--- src/rtl/lc3_controller.sv ---
// lc3_controller: multi-cycle LC-3 subset control FSM with memory-wait timeout.
// Outputs are decoded from the state alone, except ld_mdr in read states, which follows mem_ready.
module lc3_controller #(
  parameter int MEM_WAIT_MAX = 255
) (
  input  logic        clk,
  input  logic        rst_n,
  input  logic [15:0] ir,
  input  logic        n,
  input  logic        z,
  input  logic        p,
  input  logic        mem_ready,
  output logic        ld_mar,
  output logic        ld_mdr,
  output logic        ld_ir,
  output logic        ld_pc,
  output logic        ld_reg,
  output logic        ld_cc,
  output logic [1:0]  pc_sel,
  output logic [1:0]  gate_sel,
  output logic [1:0]  alu_ctrl,
  output logic        dr_r7,
  output logic        mem_en,
  output logic        mem_we,
  output logic [4:0]  state,
  output logic        halted,
  output logic        mem_timeout
);
  typedef enum logic [4:0] {
    FETCH0 = 5'd0, FETCH1 = 5'd1, FETCH2 = 5'd2, DECODE = 5'd3,
    ADD0 = 5'd4, AND0 = 5'd5, NOT0 = 5'd6, BR0 = 5'd7, BR1 = 5'd8,
    JSR0 = 5'd9, JSR1 = 5'd10, LD0 = 5'd11, LD1 = 5'd12, LD2 = 5'd13,
    ST0 = 5'd14, ALL_ST0 = 5'd15, ALL_ST1 = 5'd16, STR0 = 5'd17,
    STI0 = 5'd18, STI1 = 5'd19, STI2 = 5'd20, JMP0 = 5'd21, UNKNOWN = 5'd31
  } state_t;
  localparam logic [7:0] LP_LAST = 8'(MEM_WAIT_MAX - 1);
  state_t     r_state, w_next;
  logic [7:0] r_cnt;
  logic       r_mto;
  logic       w_wait, w_timeout, w_taken;
  state_t     w_stay;
  assign w_wait    = (r_state == FETCH1) || (r_state == LD1) || (r_state == ALL_ST1);
  // The cycle that would bring the count to MEM_WAIT_MAX is the last one allowed.
  assign w_timeout = w_wait && !mem_ready && (r_cnt >= LP_LAST);
  assign w_stay    = w_timeout ? UNKNOWN : r_state;
  assign w_taken   = (ir[11] & n) | (ir[10] & z) | (ir[9] & p);
  always_ff @(posedge clk or negedge rst_n) begin
    if (!rst_n) r_state <= FETCH0;
    else        r_state <= w_next;
  end
  always_ff @(posedge clk or negedge rst_n) begin
    if (!rst_n) begin
      r_cnt <= 8'd0;
      r_mto <= 1'b0;
    end else begin
      r_cnt <= !w_wait ? 8'd0 : (mem_ready || r_cnt == 8'hFF) ? r_cnt : r_cnt + 8'd1;
      if (w_timeout) r_mto <= 1'b1;
    end
  end
  always_comb begin
    w_next = UNKNOWN;
    case (r_state)
      FETCH0:            w_next = FETCH1;
      FETCH1:            w_next = mem_ready ? FETCH2 : w_stay;
      FETCH2:            w_next = DECODE;
      DECODE:
        case (ir[15:12])
          4'b0001: w_next = ADD0;
          4'b0101: w_next = AND0;
          4'b1001: w_next = NOT0;
          4'b0100: w_next = JSR0;
          4'b0000: w_next = BR0;
          4'b0010: w_next = LD0;
          4'b0011: w_next = ST0;
          4'b1100: w_next = JMP0;
          default: w_next = UNKNOWN;
        endcase
      ADD0, AND0, NOT0:  w_next = FETCH0;
      BR0:               w_next = w_taken ? BR1 : FETCH0;
      BR1, JSR1, LD2:    w_next = FETCH0;
      JSR0:              w_next = JSR1;
      LD0:               w_next = LD1;
      LD1:               w_next = mem_ready ? LD2 : w_stay;
      ST0:               w_next = ALL_ST0;
      ALL_ST0:           w_next = ALL_ST1;
      ALL_ST1:           w_next = mem_ready ? FETCH0 : w_stay;
      JMP0:              w_next = FETCH0;
      default:           w_next = UNKNOWN;
    endcase
  end
  always_comb begin
    ld_mar = 1'b0; ld_mdr = 1'b0; ld_ir = 1'b0; ld_pc = 1'b0; ld_reg = 1'b0; ld_cc = 1'b0;
    pc_sel = 2'd0; gate_sel = 2'd0; alu_ctrl = 2'd0; dr_r7 = 1'b0; mem_en = 1'b0; mem_we = 1'b0;
    case (r_state)
      FETCH0:         begin ld_mar = 1'b1; gate_sel = 2'd2; ld_pc = 1'b1; end
      FETCH1, LD1:    begin mem_en = 1'b1; ld_mdr = mem_ready; end
      FETCH2:         begin ld_ir = 1'b1; gate_sel = 2'd1; end
      ADD0:           begin ld_reg = 1'b1; ld_cc = 1'b1; alu_ctrl = 2'd1; end
      AND0:           begin ld_reg = 1'b1; ld_cc = 1'b1; alu_ctrl = 2'd2; end
      NOT0:           begin ld_reg = 1'b1; ld_cc = 1'b1; alu_ctrl = 2'd3; end
      BR1:            begin ld_pc = 1'b1; pc_sel = 2'd1; end
      JSR0:           begin ld_reg = 1'b1; dr_r7 = 1'b1; gate_sel = 2'd2; end
      JSR1:           begin ld_pc = 1'b1; pc_sel = ir[11] ? 2'd2 : 2'd3; end
      LD0, ST0:       begin ld_mar = 1'b1; gate_sel = 2'd3; end
      LD2:            begin ld_reg = 1'b1; ld_cc = 1'b1; gate_sel = 2'd1; end
      ALL_ST0:        ld_mdr = 1'b1;
      ALL_ST1:        begin mem_en = 1'b1; mem_we = 1'b1; end
      JMP0:           begin ld_pc = 1'b1; pc_sel = 2'd3; end
      default:        ;
    endcase
  end
  assign state       = r_state;
  assign halted      = (r_state == UNKNOWN);
  assign mem_timeout = r_mto;
endmodule
--- config.mk ---
export PLATFORM = sky130hd
export DESIGN_NAME = lc3_controller
export DESIGN_NICKNAME = d
export VERILOG_FILES = /design/src/rtl/lc3_controller.sv
export SDC_FILE = /design/constraint.sdc
export NUM_CORES = 1
export LEC_CHECK = 0
export CORE_MARGIN = 1
export CORE_UTILIZATION = 41
export CTS_CLUSTER_DIAMETER = 200
export DETAILED_ROUTE_END_ITERATION = 10
export PLACE_DENSITY_LB_ADDON = 0.1
export SYNTH_ARGS = -nofsm -noshare
export SYNTH_HDL_FRONTEND = slang
export SYNTH_SLANG_ARGS = --single-unit
export TNS_END_PERCENT = 1
--- constraint.sdc ---
create_clock -name clk -period 1.42 [get_ports clk]
set_input_delay 0.284 -clock clk [delete_from_list [all_inputs] [get_ports clk]]
set_output_delay 0.284 -clock clk [all_outputs]
set_load 0.1 [all_outputs]
==> results.md, run 1 <==
* Status: finished, violations left
* Failing checks: DRC, setup timing
* Synth top area share at 27.5%
* Most frequent cells in the layout: buf_4, buf_12, nand3_1, clkdlybuf4s50_1
* Via/cell ratio at 6.48
* RSZ-0062 raised after global routing: yes
* Maximum vdd drop at 0.683 mV
* Commonest non-fill, non-tap cell in the layout: buf_4
* Die Height at a little under 60 um
* CP bufs+invs at 2
* CP Class: reg2out
* Final Max Slew Viols at 0
* Asr flop ratio synth at 100%
* CTS sink count at 14
* Clock latency on the worst-skew pair at 0.28 ns
* Setup slack after layout at -0.637 ns
* Die area at 0.00333 sq mm
* Tot GR Track Use at 34.5%
* PortBufs at 34
* CTS Buffer Depth at 2
* Syn nets at 188
* # fillers at 101
* Worst-path cell chain: buf_12, nor2b_2, or2_1, nand3_1, a21oi_2, buf_12
* Synth warnings at 0
* Layout cells sized above 1 at 58.5%
* Area Growth Syn to Fin at 107%
* Final setup vio count at 34
* First-pass iteration count of the detailed router at 7
* Top Family by Delay on Critical Path: flip-flops
* Synth Cell Area at 0.00127 sq mm
* Worst-path clk slew at 0.09 ns
* DRT iter0 DRCs at 173
* Fin Hold WS at 0.303 ns
* Antenna Nets Post-Route at 0
* Register area share after synthesis at 27.5%
* Dpl ws at -0.346 ns
* Startpoint types: flip-flop
* Residual DRC at 4
* Req. time, crit path at 1.14 ns
* Post-synth EDFFs at 0
* Fin crit period at 2.06 ns
* CP most frequent cell: buf_12
* Worst-Margin Slew at approximately 0.35 ns
* Power per cell area at between 200 and 300 mW/mm^2
* DP HPWL at 3290 um
* Die width at 57.7 um
* First-pass GRT wire length at roughly 8700 um
* Synthesized instance count at 164
* Hold Vio Cnt, Final at 0
* CP max stage delay at roughly 0.5 ns
* Synth cell types at 49
* Largest net degree at the start of global routing at 17
* Max-Cap Viols at 0
* Std-Cell Rows at 19
* Fin crit share at 145%
* Gr ovfl total at 0
* Post-Layout Cell Count at 277
* Routability cong. at 0.890
* Starting Density at 44.6%
* Leak at 1.09 nW
* Htree depth at 1
* Diode count at 0
* CP max FO at 8
* Initial antenna violation count at 0
* CP max stage cell: dfrtp_4
* Hold crit path type: in2async
* Vias post-DR at 1794
* WL final at 6000 um
* Avg Cell Area, Syn at a little under 8 sq um
* WL/cell at 21.6 um
* Power Total at between 0.0007 and 0.0008 W
* Io pins at 44
* Root buffer cell: clkbuf_4
* Core Footprint at approximately 0.0029 sq mm
* Largest cells by area after synthesis: dfrtp_1, nand3_1, nor2_1, a21oi_1, o21ai_0
* Vias in the first global route at 1805
* Prevailing post-synth register cell: dfrtp_1
* CP Capture Type: primary output
* CTS Buf Count at 3
* Clock skew at 0.00614 ns
* Synth area leader: dfrtp_1
* Layout Nets at 271
* Placed instance count at 266
* Rel. slew slack at between 70% and 80%
* Max Freq at 486 MHz
* Arrival @ worst endpoint at 1.77 ns
* #FFs+latches synth at 14
* CTS tree: done
-- final timing paths --
path                                    startpoint                      end  slack (ns)  cells past startpoint
min                                          rst_n       state[1]$_DFF_PN0_        0.30                      2
max reg2reg                     state[1]$_DFF_PN0_       state[3]$_DFF_PN0_       -0.45                      7
max in group asynchronous                    rst_n       state[2]$_DFF_PN0_        0.93                      2
min in group clk           mem_timeout$_DFFE_PN0P_  mem_timeout$_DFFE_PN0P_        0.57                      1
min reg2reg                mem_timeout$_DFFE_PN0P_  mem_timeout$_DFFE_PN0P_        0.57                      1
max                             state[0]$_DFF_PN0_                   ld_mar       -0.64                      6
-- cell usage after synthesis, types with 3 or more instances --
cell,count
dfrtp_1,14
nor2_1,13
nand3_1,12
a21oi_1,9
nand2_1,9
o21ai_0,9
nor3_1,8
nor2b_1,6
buf_2,5
inv_1,5
a211oi_1,4
a31oi_1,4
o211ai_1,4
xnor2_1,4
a21o_1,3
and3_1,3
buf_6,3
clkbuf_1,3
clkbuf_2,3
nand2b_1,3
nand4_1,3
-- what timing repair did --
item,4_1_cts,5_1_grt
endpoints found under the setup margin,33,35
buffers inserted,5,2
pin swaps,18,4
endpoints found under the hold margin,0,0
resized for setup,47,13
hold buffers,0,0
-- report_power, final --
part	switching, W	internal (W)	total, W
combinational	0.0000416	0.0000539	0.0000955
clock	0.000130	0.000156	0.000286
sequential	0	0.000398	0.000398
total	0.000172	0.000608	0.000780
-- cell type report --
cell class / instances / area, sq um / area share [%]
repair buffers: 92 / 1080 / 41.0
clock buffers: 4 / 36.3 / 1.38
inverters: 5 / 22.5 / 0.856
multi-input cells: 131 / 1090 / 41.6
flip-flops and latches: 14 / 362 / 13.7
well taps: 31 / 38.8 / 1.47
-- state kept, by name (all words and copies together), names as in the netlist --
| register | count |
|---|---|
| r_cnt | 8 |
| state | 5 |
| mem_timeout | 1 |
-- per-layer routing --
metal | vias to the layer above | share of wire [%] | global-route usage [%]
met4 | 0 | 6.2 | 12.6
li1 | 765 | - | -
met5 | - | 0 | 0
met3 | 39 | 8.5 | 8.93
met2 | 131 | 48 | 59.1
met1 | 859 | 37 | 41.7
-- cell families after synthesis --
logic type | count (synthesis) | synth area share, %
muxes | 2 | 1.67
AOI/OAI and AO/OA | 48 | 24.6
DFF | 14 | 27.5
xor gates and xnor gates | 5 | 3.44
adders and majority gates | 2 | 1.97
and+or+nand+nor | 74 | 32.6
buffers and inverters | 19 | 8.16
-- stage by stage --
stage          setup TNS [ns]  utilization [%]  area [sq um]
2_1_floorplan          -19.90                -          1380
3_3_place_gp            -5.52             79.8          2280
3_5_place_dp            -6.85             79.8          2280
4_1_cts                 -8.54             89.9          2560
5_1_grt                -12.06             92.3          2630
6_report               -10.78             92.3          2630
(Power assumes the default switching activity.)
==> run 2: changes to the inputs <==
--- a/config.mk
+++ b/config.mk
@@ -9,6 +9,7 @@
 export CORE_UTILIZATION = 41
 export CTS_CLUSTER_DIAMETER = 200
 export DETAILED_ROUTE_END_ITERATION = 10
+export MAX_ROUTING_LAYER = met4
 export PLACE_DENSITY_LB_ADDON = 0.1
 export SYNTH_ARGS = -nofsm -noshare
 export SYNTH_HDL_FRONTEND = slang
==> run 2 against run 1 <==
  * The flow still finishes with violations (DRC, setup timing)
  * Die area did not move
  * Combinational power rose by 3.5%
  * Fmax rose by 2.4%
  * Via count fell by 6.0%
  * Cell count fell by 1.1%
  * Clock skew fell by 0.0034 ns
  * Sequential share of layout area rose by 0.51 points
  * Design area fell by 3.6%
  * Utilization fell by 3.3 points
  * Critical path type unchanged
  * Critical endpoint is now pc_sel[1]
==> results.md, run 2 (synthesized netlist as in run 1, its figures left out) <==
* Status: finished, violations left
* Failing checks: DRC, setup timing
* Diode count at 0
* GR Util met3 at 9.60%
* Die Height at 57.7 um
* Req. time, crit path at roughly 1.1 ns
* Design area at 0.00254 sq mm
* CP max stage delay at 0.54 ns
* Power per cell area at 316 mW/mm^2
* Vias in the first global route at 1678
* Final Max Slew Viols at 0
* Worst-Margin Slew at about 0.37 ns
* RSZ-0062 raised after global routing: yes
* Leak at 1.07 nW
* Std-Cell Rows at 19
* Setup slack after layout at -0.588 ns
* CP Class: reg2out
* Dpl ws at -0.345 ns
* Hold Vio Cnt, Final at 0
* M2 GR Usage at 51.5%
* Startpoint types: flip-flop
* Via/cell ratio at roughly 6.2
* GRT Max-Usage Layer: met2
* Tot GR Track Use at around a third
* CTS Buffer Depth at 2
* Antenna Nets Post-Route at 0
* CTS Buf Count at 3
* Initial antenna violation count at 0
* Core Footprint at 0.00285 sq mm
* Layout Nets at between 200 and 300
* Clock skew at 0.00277 ns
* CP Capture Type: primary output
* Post-Layout Cell Count at 274
* PortBufs at 34
* Most frequent cells in the layout: buf_4, buf_12, clkdlybuf4s50_1
* Top Family by Delay on Critical Path: flip-flops
* DRT iter0 DRCs at 116
* CTS tree: done
* CP max FO at 10
* Largest net degree at the start of global routing at 15
* Root buffer cell: clkbuf_4
* # fillers at 129
* CP max stage cell: dfrtp_4
* Commonest non-fill, non-tap cell in the layout: buf_4
* Layout cells sized above 1 at 53.9%
* Fin crit period at 2.01 ns
* DP HPWL at 3210 um
* Die width at 57.7 um
* CTS sink count at 14
* Placed instance count at 264
* Starting Density at approximately 45%
* Worst-path clk slew at roughly 0.090 ns
* Biggest register: r_cnt
* Htree depth at 1
* Crit path depth at 4
* WL final at 5550 um
* Maximum vdd drop at 0.383 mV
* Vias post-DR at approximately 1.7k
* Worst r2r path cells at 5
* Gr ovfl total at 0
* Number of flip-flops in the largest register at 8
* Flop-to-flop setup slack at -0.20 ns
* WL/cell at a little over 20 um
* Clock latency on the worst-skew pair at 0.30 ns
* Dpl cell area at approximately 0.0023 sq mm
* Area Growth Syn to Fin at 99.4%
* Hold crit path type: in2async
* Max Freq at around 500 MHz
* Final setup vio count at 31
* Io pins at 44
* Worst-path cell chain: buf_4, nand2_1, o41ai_4, buf_12
* Max-Cap Viols at 0
* First-pass iteration count of the detailed router at 8
* First-pass GRT wire length at roughly 8000 um
* Die area at 0.00333 sq mm
* CP bufs+invs at 2
* Residual DRC at 4
* Routability cong. at between 0.9 and 1
* Met1 Usage GRT at between 30% and 40%
* Rel. slew slack at 74.9%
* Fin crit share at 141%
* Arrival @ worst endpoint at 1.72 ns
[run 2: through the flow]
step	total power (W)	hold WS, ns	TNS (ns)	util, %
after floorplan	0.000431	-0.0116	-19.90	-
after detailed placement	0.000498	0.520	-6.24	79.3
after global placement	0.000493	0.508	-5.50	79.3
final	0.000801	0.289	-9.36	88.9
after CTS	0.000784	0.303	-8.19	85.4
after global routing	0.000823	0.312	-10.60	88.9
[run 2: what timing repair did]
item,CTS,global route
hold buffers,0,0
pin swaps,18,5
resized for setup,31,14
setup buffers,3,3
endpoints found under the setup margin,32,34
[run 2: metal layers]
metal	up-vias	share of wire [%]
li1	762	-
met4	0	4.5
met3	29	7.1
met5	-	0
met1	796	39
met2	100	49
[run 2: path summary, 6_finish.rpt]
path / end / from
max: pc_sel[1] / state[1]$_DFF_PN0_
min: r_cnt[7]$_DFFE_PN0P_ / rst_n
max reg2reg: state[0]$_DFF_PN0_ / state[3]$_DFF_PN0_
min reg2reg: mem_timeout$_DFFE_PN0P_ / mem_timeout$_DFFE_PN0P_
max in group asynchronous: state[1]$_DFF_PN0_ / rst_n
min in group clk: state[0]$_DFF_PN0_ / mem_ready
[run 2: cell type report]
class                   instances  area [sq um]  area share, %
repair buffers                 89          1030           40.6
flip-flops and latches         14           362           14.3
inverters                       5          18.8          0.740
multi-input cells             131          1050           41.4
clock buffers                   4          36.3           1.43
well taps                      31          38.8           1.53
[run 2: worst reg2reg max path, delay by kind of cell, from the launching register on]
| kind | cells | cell delay [ns] |
|---|---|---|
| simple gates | 2 | 0.65 |
| flops | 1 | 0.49 |
| compound gates | 2 | 0.24 |
| buf+inv | 1 | 0.19 |
[run 2: where the power goes]
| group | total, W | switching (W) | internal (W) |
|---|---|---|---|
| Sequential | 0.000398 | 0 | 0.000398 |
| Combinational | 0.0000988 | 0.0000437 | 0.0000551 |
| Clock | 0.000304 | 0.000147 | 0.000157 |
